===== src/rtl/rotate_sched.sv =====
// Sequencer for the rotating seven-segment pattern: turns run/direction/speed/step
// controls into a registered position index, a one-cycle step strobe and a wrap strobe.
module rotate_sched #(
    parameter int TICK_DIV = 5000000,
    parameter int CNT_W    = 23
) (
    input  logic       clk,
    input  logic       reset_n,
    input  logic       en,
    input  logic       cw,
    input  logic [1:0] speed,
    input  logic       step_req,
    output logic [2:0] pos,
    output logic       step,
    output logic       wrap,
    output logic       running
);

    // Handshake: none. en/cw/speed are levels sampled every cycle; step_req is a
    // level whose rising edge (vs. the previous sample) requests one advance.

    typedef enum logic [1:0] {
        ST_IDLE  = 2'd0,
        ST_RUN   = 2'd1,
        ST_SSTEP = 2'd2
    } state_e;

    state_e           state_q, state_d;
    logic [CNT_W-1:0] cnt_q, cnt_d;
    logic [CNT_W-1:0] limit;
    logic [2:0]       pos_q, pos_d;
    logic             step_q, step_d;
    logic             wrap_q, wrap_d;
    logic             running_q, running_d;
    logic             req_q;
    logic             req_rise;
    logic             advance;

    // Terminal count for the current speed; a >= compare lets a speed-up mid-count
    // fire on the next cycle instead of running on to counter wrap.
    always_comb begin
        limit = CNT_W'(TICK_DIV >> speed) - CNT_W'(1);
    end

    assign req_rise = step_req & ~req_q;

    always_ff @(posedge clk or negedge reset_n) begin
        if (!reset_n) begin
            state_q <= ST_IDLE;
        end else begin
            state_q <= state_d;
        end
    end

    always_comb begin
        state_d = state_q;
        case (state_q)
            ST_IDLE: begin
                if (en) begin
                    state_d = ST_RUN;
                end else if (req_rise) begin
                    state_d = ST_SSTEP;
                end
            end
            ST_RUN: begin
                if (!en) begin
                    state_d = ST_IDLE;
                end
            end
            ST_SSTEP: begin
                state_d = en ? ST_RUN : ST_IDLE;
            end
            default: begin
                state_d = ST_IDLE;
            end
        endcase
    end

    always_comb begin
        advance = 1'b0;
        cnt_d   = '0;
        case (state_q)
            ST_RUN: begin
                // Dropping en wins over a terminal count: no advance on the way out.
                if (en) begin
                    if (cnt_q >= limit) begin
                        advance = 1'b1;
                    end else begin
                        cnt_d = cnt_q + CNT_W'(1);
                    end
                end
            end
            ST_SSTEP: begin
                advance = 1'b1;
            end
            default: begin
                advance = 1'b0;
            end
        endcase

        pos_d     = pos_q;
        if (advance) begin
            pos_d = cw ? pos_q + 3'd1 : pos_q - 3'd1;
        end
        step_d    = advance;
        wrap_d    = advance & (cw ? (pos_q == 3'd7) : (pos_q == 3'd0));
        running_d = (state_d == ST_RUN);
    end

    // History resets to 1 so a step_req held through reset is not seen as an edge.
    always_ff @(posedge clk or negedge reset_n) begin
        if (!reset_n) begin
            cnt_q     <= '0;
            pos_q     <= 3'd0;
            step_q    <= 1'b0;
            wrap_q    <= 1'b0;
            running_q <= 1'b0;
            req_q     <= 1'b1;
        end else begin
            cnt_q     <= cnt_d;
            pos_q     <= pos_d;
            step_q    <= step_d;
            wrap_q    <= wrap_d;
            running_q <= running_d;
            req_q     <= step_req;
        end
    end

    assign pos     = pos_q;
    assign step    = step_q;
    assign wrap    = wrap_q;
    assign running = running_q;

endmodule


===== config.mk =====
export PLATFORM = sky130hd
export DESIGN_NAME = rotate_sched
export DESIGN_NICKNAME = d
export VERILOG_FILES = /design/src/rtl/rotate_sched.sv
export SDC_FILE = /design/constraint.sdc
export NUM_CORES = 1
export LEC_CHECK = 0
export ABC_AREA = 1
export CORE_MARGIN = 4
export CORE_UTILIZATION = 45
export DETAILED_ROUTE_END_ITERATION = 12
export PLACE_DENSITY = 0.69
export SLEW_MARGIN = 20
export SYNTH_ARGS = -nofsm -noshare
export SYNTH_HDL_FRONTEND = slang
export SYNTH_SLANG_ARGS = --single-unit

===== constraint.sdc =====
create_clock -name clk -period 1.56 [get_ports clk]
set_input_delay 0.312 -clock clk [delete_from_list [all_inputs] [get_ports clk]]
set_output_delay 0.312 -clock clk [all_outputs]
set_load 0.05 [all_outputs]

==> metrics.md, run 1 <==
| Metric | Value |
|---|---|
| Hold Violations, Final | `0` |
| WP data required | `1.77 ns` |
| Vias | `2019` |
| Cell Area, Synth | `2345 µm²` |
| Fillers | `432` |
| Global-route wire length before repair | `8887 µm` |
| Type of the worst min-delay path | `in2async` |
| Switching share of power | `0.3395` |
| Slew @ Worst Pin | `0.2829 ns` |
| Hold Buf Count CTS | `0` |
| Leak Pwr | `0.001603 µW` |
| Worst r2r dst | `cnt_q[18]` |
| Final setup viols | `28` |
| Clock slew at reported path FFs | `0.07 ns` |
| Critical Path Stages | `21` |
| Failing checks | `negative setup slack` |
| Core area | `5075 µm²` |
| CP startpoint kind | `input pin` |
| Post-route ant nets | `0` |
| Top Family by Delay on Critical Path | `simple AND/OR/NAND/NOR gates` |
| H-tree depth | `2` |
| Largest net degree at the start of global routing | `33` |
| Seq/Total Area, Yosys | `0.3420` |
| Drt pass-1 iters | `4` |
| Max Freq | `0.4170 GHz` |
| Fin Setup TNS | `-21.05 ns` |
| Syn Nets | `333` |
| Setup WS post-layout | `-0.8383 ns` |
| Antenna violations before repair | `0` |
| R2R Path Start | `cnt_q[22]` |
| RSZ-0062 raised after global routing | `yes` |
| Power Density | `914.4 nW/µm²` |
| Syn_area_per_cell | `8.003 µm²` |
| Clock Root Buffer | `clkbuf_8` |
| DP HPWL | `3835 µm` |
| Slew Limit Headroom | `0.8114` |
| Initial core utilization | `0.4620` |
| # diodes | `0` |
| Num CTS Buffers | `5` |
| Placer Congestion | `0.8457` |
| Congestion Overflow GR | `0` |
| Max-cap viol count | `0` |
| Drt via density | `4.751` |
| Placed Cells incl. Taps | `415` |
| CP max stage cell | `ha_4` |
| Die Area | `6430 µm²` |
| Starting DRC count in detailed routing | `48` |
| CTS tree | `yes` |
| FP Rows | `26` |
| Clock net sink count | `32` |
| GRT Total Usage | `0.1769` |
| Critical path arrival | `2.61 ns` |
| Net Switching | `987.4 µW` |
| WP buf/inv | `5` |
| R2R Setup Slk | `-0.35 ns` |
| Vias in the first global route | `1997` |
| Clock power frac | `0.295` |
| Min Hold Slack | `0.3870 ns` |
| Final core utilization | `0.6267` |
| DR WL/cell | `11.92 µm` |
| Top cell by count, worst path | `nand2_1` |
| Clock latency at the later pin of the worst-skew pair | `0.28 ns` |
| Non-Filler Instances | `425` |
| Post-Route WL | `5067 µm` |
| Area grow syn2layout | `35.65%` |
| Chip width | `80.19 µm` |
| CP peak stage delay | `0.26 ns` |
| Fin crit period | `2.398 ns` |
| Cells after Synth | `293` |
| Layout cells sized above 1 | `0.3099` |
| # nets final | `394` |
| Port Buffers | `12` |
| Slew Limit Fails | `0` |
| Reg2reg path depth | `11` |
| Comb pwr share | `0.355` |
| VDD IR-drop max | `1.199 mV` |
| Cell variety after synth | `33` |
| DRC violations left | `0` |
| Crit-path cells | `buf_8 > clkinvlp_4 > ha_4 > nor3_2 > nand3_1 > xnor2_1 > or2_4 > inv_4 > ha_4 > nand2_4 > inv_2 > nand2_2 > nand2_1 > nand2_1 > nand2_1 > nand2_2 > nand3_4 > nor2_4 > buf_6 > o21ai_2 > nor2_1` |
| Maximum buffer depth of the clock tree | `2` |
| Period utilisation layout | `1.537` |
| Overall die height | `80.19 µm` |
| Crit path max fanout | `4` |
| P_int | `1921 µW` |
| Boundary Pins | `13` |
| Yosys warns | `0` |
| Yosys reg bits | `32` |
| Status | `finished, violations left` |
| Sequential share of power | `0.350` |
| Clock skew | `0.006221 ns` |
| Worst setup path class | `in2reg` |
| CP Capture Type | `register` |
## power groups by stage
stage,Combinational (µW),Sequential (µW),Clock [µW]
detailed placement,973,1030,0
CTS,1020,1020,870
global placement,951,1030,0
finish,1030,1020,859
floorplan,412,1180,0
global route,1140,1040,922
## worst max-delay path by stage
stage | start | end
finish | speed[1] | cnt_q[18]
global route | speed[1] | cnt_q[18]
CTS | speed[1] | cnt_q[21]
detailed placement | speed[1] | cnt_q[2]
global placement | speed[1] | cnt_q[8]
floorplan | speed[1] | cnt_q[0]
## worst register-to-register path: cells and delay by family, from the launching register on
family / cells / cell delay (ns)
AO/OA/AOI/OAI: 2 / 0.30
adder cells (fa/ha/maj): 1 / 0.32
buffers and inverters: 2 / 0.19
flip-flops: 1 / 0.41
AND/OR/NAND/NOR: 6 / 0.63
## per-layer routing
layer | vias to the layer above | routed length, µm | part of all wire | global-route usage
met5 | - | 0 | 0 | 0
li1 | 1047 | - | - | -
met4 | 0 | 99 | 0.020 | 0.05574
met2 | 28 | 2504 | 0.49 | 0.3071
met3 | 8 | 121 | 0.024 | 0.03139
met1 | 936 | 2342 | 0.46 | 0.2215
## state kept, by name (all words and copies together) (netlist names)
signal	cells
running	1
wrap	1
req_q	1
pos	3
cnt_q	23
state_q	2
step	1
## cells by family (layout without fill, tap and decap cells)
group | count (synthesis) | count (layout) | synth area share
flops | 32 | 32 | 0.3420
fa+ha+maj | 33 | 33 | 0.1793
simple gates | 143 | 143 | 0.2967
xor+xnor | 10 | 10 | 0.03736
compound gates | 27 | 27 | 0.06457
buf+inv | 48 | 110 | 0.08004
## cell usage after synthesis
cell	number	area share
inv_2	3	0.0048
ha_1	32	0.17
fa_1	1	0.0085
nor3_2	2	0.0085
nand4_2	1	0.0053
o211ai_1	1	0.0032
nor2_2	6	0.016
nor2_1	35	0.056
o21ai_1	1	0.0021
nand3_4	1	0.0075
o22ai_1	1	0.0027
nor2_4	4	0.019
dfrtp_1	31	0.33
buf_6	1	0.0048
xnor2_1	2	0.0075
nand2_1	64	0.10
nor3b_1	3	0.0096
o211a_1	1	0.0043
nand3_2	2	0.0085
nor3b_4	1	0.0080
nand4_1	2	0.0053
inv_1	44	0.070
nor3_1	6	0.013
xor2_1	8	0.030
a32oi_1	1	0.0037
a21oi_1	11	0.023
dfstp_2	1	0.011
nand3_1	10	0.021
a31oi_1	1	0.0027
o21ai_0	9	0.019
a21o_1	1	0.0032
or2_2	2	0.0053
nand2_2	4	0.011
## per-stage QoR
| step | cell area (µm²) | worst slack (ns) | total power (µW) |
|---|---|---|---|
| floorplan | 2375 | -0.9103 | 1596 |
| global placement | 2914 | -1.529 | 1980 |
| detailed placement | 2914 | -1.652 | 2004 |
| CTS | 3129 | -0.8565 | 2911 |
| global route | 3181 | -1.010 | 3095 |
| finish | 3181 | -0.8383 | 2908 |
## layout by cell type, fill, tap and decap left out, types with 2 or more instances in the layout
| cell type | Yosys | layout |
|---|---|---|
| a21oi_1 | 11 | 10 |
| buf_12 | 0 | 4 |
| buf_4 | 0 | 42 |
| buf_6 | 1 | 4 |
| clkbuf_8 | 0 | 7 |
| clkdlybuf4s50_1 | 0 | 4 |
| clkinvlp_4 | 0 | 2 |
| dfrtp_1 | 31 | 31 |
| ha_1 | 32 | 28 |
| ha_4 | 0 | 4 |
| inv_1 | 44 | 38 |
| inv_2 | 3 | 5 |
| nand2_1 | 64 | 60 |
| nand2_2 | 4 | 6 |
| nand2_4 | 0 | 2 |
| nand3_1 | 10 | 10 |
| nand3_4 | 1 | 2 |
| nand4_1 | 2 | 2 |
| nor2_1 | 35 | 34 |
| nor2_2 | 6 | 7 |
| nor2_4 | 4 | 4 |
| nor3_1 | 6 | 3 |
| nor3_2 | 2 | 5 |
| nor3b_2 | 0 | 2 |
| o21ai_0 | 9 | 7 |
| o21ai_2 | 0 | 3 |
| xnor2_1 | 2 | 2 |
| xor2_1 | 8 | 8 |
## layout make-up
class / count / area [µm²] / share of cell area
multi-input cells: 213 / 1478 / 0.4646
flip-flops and latches: 32 / 802.0 / 0.2522
repair buffers: 55 / 495.5 / 0.1558
inverters: 47 / 191.4 / 0.06019
clock buffers: 7 / 96.34 / 0.03029
well taps: 70 / 87.58 / 0.02754
clock inverters: 1 / 30.03 / 0.009441
## repair_timing
| item | in CTS | in global routing |
|---|---|---|
| endpoints found under the setup margin | 28 | 28 |
| setup buffers | 1 | 1 |
| pin swaps | 14 | 10 |
| resized for setup | 32 | 12 |
| gates cloned | 0 | 0 |
Note: power is estimated with default switching activity, not from simulation.
==> run 2: changes to the inputs <==
--- a/config.mk
+++ b/config.mk
@@ -6,6 +6,7 @@
 export NUM_CORES = 1
 export LEC_CHECK = 0
 export ABC_AREA = 1
+export CORE_ASPECT_RATIO = 0.5
 export CORE_MARGIN = 4
 export CORE_UTILIZATION = 45
 export DETAILED_ROUTE_END_ITERATION = 12
==> run 2 against run 1 <==
  * The flow still finishes with violations (negative setup slack)
  * Final cell count shrank 0.24%
  * Register-to-register slack about the same
  * Via count up 1.6%
  * Critical path depth unchanged
  * Core utilization rose by 0.60 points
  * Combinational power about the same
  * Critical path type unchanged
  * Largest cell class unchanged
==> metrics.md, run 2 (synthesis results as in run 1) <==
| Metric | Value |
|---|---|
| Status | `finished, violations left` |
| Failing checks | `negative setup slack` |
| CP peak stage delay | `0.26 ns (about the same)` |
| # nets final | `394 (unchanged)` |
| Largest Register | `cnt_q` |
| Total Power | `2658 µW (-8.6%)` |
| Starting DRC count in detailed routing | `85 (+77%)` |
| Layout cells sized above 1 | `0.3107 (+0.0008753)` |
| Fillers | `434 (+0.46%)` |
| Period utilisation layout | `1.557 (+0.01973)` |
| H-tree depth | `2 (unchanged)` |
| Slew Limit Fails | `0 (unchanged)` |
| CTS tree | `yes` |
| Boundary Pins | `13 (unchanged)` |
| Die Area | `6499 µm² (+1.1%)` |
| Slew @ Worst Pin | `0.2559 ns (-0.02703 ns)` |
| Leak Pwr | `0.001590 µW (-0.78%)` |
| Antenna violations before repair | `0 (unchanged)` |
| Hold Violations, Final | `0 (unchanged)` |
| # diodes | `0 (unchanged)` |
| Crit path max fanout | `4 (unchanged)` |
| Placer Congestion | `0.9057 (+7.1%)` |
| VDD IR-drop max | `0.8754 mV (-27%)` |
| Post-Route WL | `5295 µm (+4.5%)` |
| CP Capture Type | `register` |
| Max Freq | `0.4117 GHz (-1.3%)` |
| CP max stage cell | `or2_4` |
| Number of flip-flops in the largest register | `23 (unchanged)` |
| Clock Root Buffer | `clkbuf_8` |
| Maximum buffer depth of the clock tree | `2 (unchanged)` |
| Chip width | `110.1 µm (+37%)` |
| DP HPWL | `4117 µm (+7.3%)` |
| Clock skew | `0.007198 ns (+0.0009770 ns)` |
| Slew Limit Headroom | `0.8294 (+0.01802)` |
| Setup WS post-layout | `-0.8691 ns (-0.03078 ns)` |
| Port Buffers | `12 (unchanged)` |
| DRC violations left | `0 (unchanged)` |
| Area of the multi-input gates | `1495 µm² (+1.2%)` |
| FP Rows | `18 (-31%)` |
| Power Density | `844.1 nW/µm² (-7.7%)` |
| Clock net sink count | `32 (unchanged)` |
| Largest net degree at the start of global routing | `33 (unchanged)` |
| Commonest non-fill, non-tap cell in the layout | `nand2_1` |
| CP startpoint kind | `input pin` |
| WP data required | `1.77 ns (about the same)` |
| Critical path arrival | `2.64 ns (+0.03 ns)` |
| Global-route wire length before repair | `9328 µm (+5.0%)` |
| Max-cap viol count | `0 (unchanged)` |
| Final setup viols | `28 (unchanged)` |
| Drt pass-1 iters | `4 (unchanged)` |
| Post-route ant nets | `0 (unchanged)` |
| Drt via density | `4.840 (+1.9%)` |
| RSZ-0062 raised after global routing | `yes` |
| Top cell by count, worst path | `nand2_1` |
| Final core utilization | `0.6327 (+0.006004)` |
| Crit-path cells | `buf_8 > clkinvlp_4 > ha_4 > nor3_2 > nand3_1 > xnor2_2 > or2_4 > inv_4 > ha_4 > nand2_4 > inv_2 > nand2_2 > nand2_1 > nand2_1 > nand2_1 > nand2_2 > nand3_4 > nor2_4 > buf_6 > o21ai_2 > nor2_1` |
| Fin crit period | `2.429 ns (+0.03078 ns)` |
| R2R Setup Slk | `-0.36 ns (about the same)` |
| Initial core utilization | `0.4711 (+0.009059)` |
| Vias in the first global route | `2109 (+5.6%)` |
| Overall die height | `59.04 µm (-26%)` |
| Area grow syn2layout | `34.31%` |
| Core area | `4977 µm² (-1.9%)` |
| Flip-flop and latch area | `802.0 µm² (unchanged)` |
| GRT Total Usage | `0.1870 (+0.01002)` |
| Type of the worst min-delay path | `in2async` |
| Clock slew at reported path FFs | `0.07 ns (about the same)` |
| Most frequent cells in the layout | `nand2_1 (59), buf_4 (43), inv_1 (39)` |
| Clock latency at the later pin of the worst-skew pair | `0.29 ns (about the same)` |
| Worst setup path class | `in2reg` |
| DR WL/cell | `12.49 µm (+4.7%)` |
| Congestion Overflow GR | `0 (unchanged)` |
| Num CTS Buffers | `5 (unchanged)` |
| Vias | `2052 (+1.6%)` |
-- run 2: changes by cell type in the layout (fill, tap and decap cells not counted), sizes merged --
cell,previous run,this run
bufinv,1,0
clkbuf,7,6
clkinv,0,1
-- run 2: cell type report --
class	instances	area share
clock buffer	6	0.02304
clock inverter	1	0.001589
inverter	47	0.06079
multi-input combinational	213	0.4748
sequential	32	0.2547
tap	70	0.02781
timing repair buffer	55	0.1573
-- run 2: per-stage QoR --
step	instances	hold WS (ns)	area, µm²	setup TNS [ns]	setup slack (ns)
floorplan	293	0.01641	2375	-22.91	-0.9103
global placement	413	0.5178	2899	-41.18	-1.562
detailed placement	413	0.5252	2899	-43.50	-1.698
CTS	422	0.3985	3090	-20.16	-0.7983
global route	424	0.4029	3149	-27.08	-1.043
finish	424	0.3926	3149	-22.09	-0.8691
-- run 2: worst paths after layout --
check                               start         to  depth (start not counted)
worst max-delay path             speed[1]  cnt_q[17]                         21
worst min-delay path              reset_n  cnt_q[14]                          2
worst max register to register  cnt_q[22]  cnt_q[17]                         11
worst min register to register   cnt_q[0]   cnt_q[0]                          2
max in group asynchronous         reset_n      req_q                          2
min in group clk                 step_req      req_q                          1
-- run 2: repair_timing --
action,in CTS,in global routing
buffers inserted,2,2
endpoints found under the hold margin,0,0
pin swaps,13,5
gates resized for setup,34,15
setup endpoints to repair,28,30
gates cloned,0,0
hold buffers,0,0
-- run 2: routing by layer --
layer  track usage  part of all wire
met1        0.2438              0.48
met2        0.3233              0.47
met3       0.03156             0.035
met4       0.05506             0.014
met5             0                 0
-- run 2: where the power goes --
group	switching (µW)	total, µW	internal [µW]
Clock	300	603	303
Sequential	103	1020	914
Combinational	592	1040	446
-- run 2: worst max-delay path: cells and delay by family --
family          cells  cell delay [ns]
buf+inv             5             0.43
xor+xnor            1             0.16
simple gates       12             1.24
compound gates      1             0.04
fa+ha+maj           2             0.43
==> run 3: changes to the inputs <==
--- a/config.mk
+++ b/config.mk
@@ -11,6 +11,8 @@
 export CORE_UTILIZATION = 45
 export DETAILED_ROUTE_END_ITERATION = 12
 export PLACE_DENSITY = 0.69
+export REMOVE_ABC_BUFFERS = 1
+export SKIP_CTS_REPAIR_TIMING = 1
 export SLEW_MARGIN = 20
 export SYNTH_ARGS = -nofsm -noshare
 export SYNTH_HDL_FRONTEND = slang
==> run 3 against run 2 <==
  * Non-clock buffer count up 7
  * Global-route usage grew 0.062 points
  * Sequential cell count is the same
  * The run still ends with negative setup slack left
  * Critical path type unchanged
  * Register-to-register slack got worse by 0.03 ns
  * Final cell count grew 1.9%
==> metrics.md, run 3 (synthesis results as in run 1) <==
| Metric | Value |
|---|---|
| Worst setup path class | `in2reg` |
| Boundary Pins | `13 (unchanged)` |
| Antenna violations before repair | `0 (unchanged)` |
| Num CTS Buffers | `5 (unchanged)` |
| Type of the worst min-delay path | `in2async` |
| Commonest non-fill, non-tap cell in the layout | `nand2_1` |
| Hold Violations, Final | `0 (unchanged)` |
| Vias | `2080 (+1.4%)` |
| Overall die height | `59.04 µm (unchanged)` |
| CP Capture Type | `register` |
| Port Buffers | `12 (unchanged)` |
| Post-route ant nets | `0 (unchanged)` |
| Clock power frac | `0.240 (+0.013)` |
| Largest net degree at the start of global routing | `33 (unchanged)` |
| VDD IR-drop max | `0.9421 mV (+7.6%)` |
| Vias in the first global route | `2024 (-4.0%)` |
| Drt pass-1 iters | `4 (unchanged)` |
| Status | `finished, violations left` |
| Starting DRC count in detailed routing | `119 (+40%)` |
| Net Switching | `1001 µW (+0.58%)` |
| Setup WS post-layout | `-0.8989 ns (-0.02983 ns)` |
| Maximum buffer depth of the clock tree | `2 (unchanged)` |
| Clock slew at reported path FFs | `0.06 ns (about the same)` |
| Top Layer Used | `met4` |
| P_int | `1750 µW (+5.2%)` |
| Metal2 WL | `2620 µm (+4.2%)` |
| Clock latency at the later pin of the worst-skew pair | `0.29 ns (about the same)` |
| Number of flip-flops in the largest register | `23 (unchanged)` |
| Comb pwr share | `0.390 (about the same)` |
| Layout cells sized above 1 | `0.3149 (+0.004183)` |
| DRT met1 WL | `2577 µm (+2.2%)` |
| CP startpoint kind | `input pin` |
| Drt via density | `4.815 (-0.51%)` |
| DR WL met3 | `203 µm (+9.7%)` |
| Crit path max fanout | `14 (+10)` |
| Largest Register | `cnt_q` |
| DRC violations left | `0 (unchanged)` |
| Slew Limit Fails | `0 (unchanged)` |
| Slew @ Worst Pin | `0.2635 ns (+0.007590 ns)` |
| R2R Path Start | `cnt_q[22]` |
| Max Freq | `0.4067 GHz (-1.2%)` |
| WP buf/inv | `7 (+2)` |
| Power Density | `864.2 nW/µm² (+2.4%)` |
| CTS tree | `yes` |
| Clock skew | `0.002828 ns (-0.004370 ns)` |
| H-tree depth | `2 (unchanged)` |
| Slew Limit Headroom | `0.8243 (-0.005060)` |
| Critical path arrival | `2.66 ns (+0.02 ns)` |
| Leak Pwr | `0.001629 µW (+2.4%)` |
| Final core utilization | `0.6395 (+0.006787)` |
| WP data required | `1.76 ns (about the same)` |
| Dpl ws | `-1.804 ns (-0.1061 ns)` |
| Global-route wire length before repair | `9266 µm (-0.66%)` |
| Final setup viols | `28 (unchanged)` |
| FP Rows | `18 (unchanged)` |
| Max-cap viol count | `0 (unchanged)` |
| # diodes | `0 (unchanged)` |
| Period utilisation layout | `1.576 (+0.01912)` |
| Reg2reg path depth | `10 (-1)` |
| R2R Setup Slk | `-0.39 ns (-0.03 ns)` |
| Post-Route WL | `5471 µm (+3.3%)` |
| Fin crit period | `2.459 ns (+0.02983 ns)` |
| Core area | `4977 µm² (unchanged)` |
| Die Area | `6499 µm² (unchanged)` |
| Sequential share of power | `0.370 (-0.013)` |
| Worst r2r dst | `cnt_q[8]` |
| CP max stage cell | `or2_4` |
| Initial core utilization | `0.4711 (unchanged)` |
| Congestion Overflow GR | `0 (unchanged)` |
| DR WL/cell | `12.66 µm (+1.4%)` |
| # nets final | `401 (+1.8%)` |
| Top Family by Delay on Critical Path | `simple AND/OR/NAND/NOR gates` |
| GRT Total Usage | `0.1876 (+0.0006220)` |
| Failing checks | `negative setup slack` |
| Chip width | `110.1 µm (unchanged)` |
| Crit-path cells | `buf_8 > inv_4 > buf_6 > ha_4 > inv_4 > nor3_2 > nand3_1 > xnor2_1 > or2_4 > inv_2 > ha_4 > nand2_4 > inv_2 > nand2_2 > nand2_2 > nand2_2 > nand2_2 > nand2_2 > nand3_4 > nor2_4 > inv_6 > nor3b_2` |
| Placer Congestion | `0.8449 (-6.7%)` |
| Switching share of power | `0.3640 (-0.01051)` |
| DP HPWL | `4179 µm (+1.5%)` |
| Clock Root Buffer | `clkbuf_8` |
| Clock net sink count | `32 (unchanged)` |
| CP peak stage delay | `0.25 ns (about the same)` |
| RSZ-0062 raised after global routing | `yes` |
| Area grow syn2layout | `35.75%` |
| Top cell by count, worst path | `nand2_2` |
| Most frequent cells in the layout | `nand2_1 (56), buf_4 (48), inv_1 (39)` |
run 3: worst reg2reg max path, stage by stage (launching register included):
cell and delay [ns]:
dfrtp_1 0.42, ha_1 0.32, nand2_1 0.09, inv_1 0.04, nand2_1 0.05, nand2_1 0.05, a21oi_1 0.23, nand3_4 0.15
nor2_4 0.22, inv_6 0.11, nor3b_2 0.19
run 3: layer usage:
| layer | track usage | vias to the layer above |
|---|---|---|
| met3 | 0.04244 | 6 |
| met1 | 0.2545 | 973 |
| met2 | 0.3034 | 38 |
| met5 | 0 | - |
| li1 | - | 1063 |
| met4 | 0.05506 | 0 |
run 3: worst max-delay path by stage:
| stage | from | to | slack, ns | depth (start not counted) |
|---|---|---|---|---|
| after floorplan | speed[0] | cnt_q[2] | -1.05 | 19 |
| after global placement | speed[0] | cnt_q[8] | -1.58 | 20 |
| after detailed placement | speed[0] | cnt_q[8] | -1.80 | 20 |
| after CTS | speed[0] | cnt_q[8] | -1.52 | 20 |
| after global routing | speed[1] | pos[1] | -1.01 | 22 |
| final | speed[1] | cnt_q[8] | -0.90 | 22 |
run 3: metrics by stage:
stage | hold slack [ns] | total power, µW | area, µm² | instances | setup TNS (ns)
after floorplan | 0.01641 | 1571 | 2333 | 292 | -26.34
after global routing | 0.4234 | 2922 | 3183 | 432 | -25.79
after detailed placement | 0.5710 | 1997 | 2869 | 413 | -45.52
after global placement | 0.5211 | 1960 | 2869 | 413 | -41.70
after CTS | 0.4203 | 2662 | 2959 | 421 | -37.64
final | 0.4148 | 2751 | 3183 | 432 | -22.38
run 3: layout make-up:
| class | instances | area (µm²) |
|---|---|---|
| fillers | 425 | 1794 |
| multi-input cells | 213 | 1465 |
| flip-flops and latches | 32 | 802.0 |
| repair buffers | 62 | 551.8 |
| inverters | 47 | 186.4 |
| clock buffers | 8 | 90.09 |
| well taps | 70 | 87.58 |
run 3: power groups by stage:
| stage | sequential (µW) | combinational, µW | clock [µW] |
|---|---|---|---|
| floorplan | 1180 | 387 | 0 |
| global placement | 1030 | 930 | 0 |
| detailed placement | 1030 | 964 | 0 |
| CTS | 1020 | 969 | 672 |
| global route | 1030 | 1170 | 715 |
| finish | 1020 | 1070 | 659 |
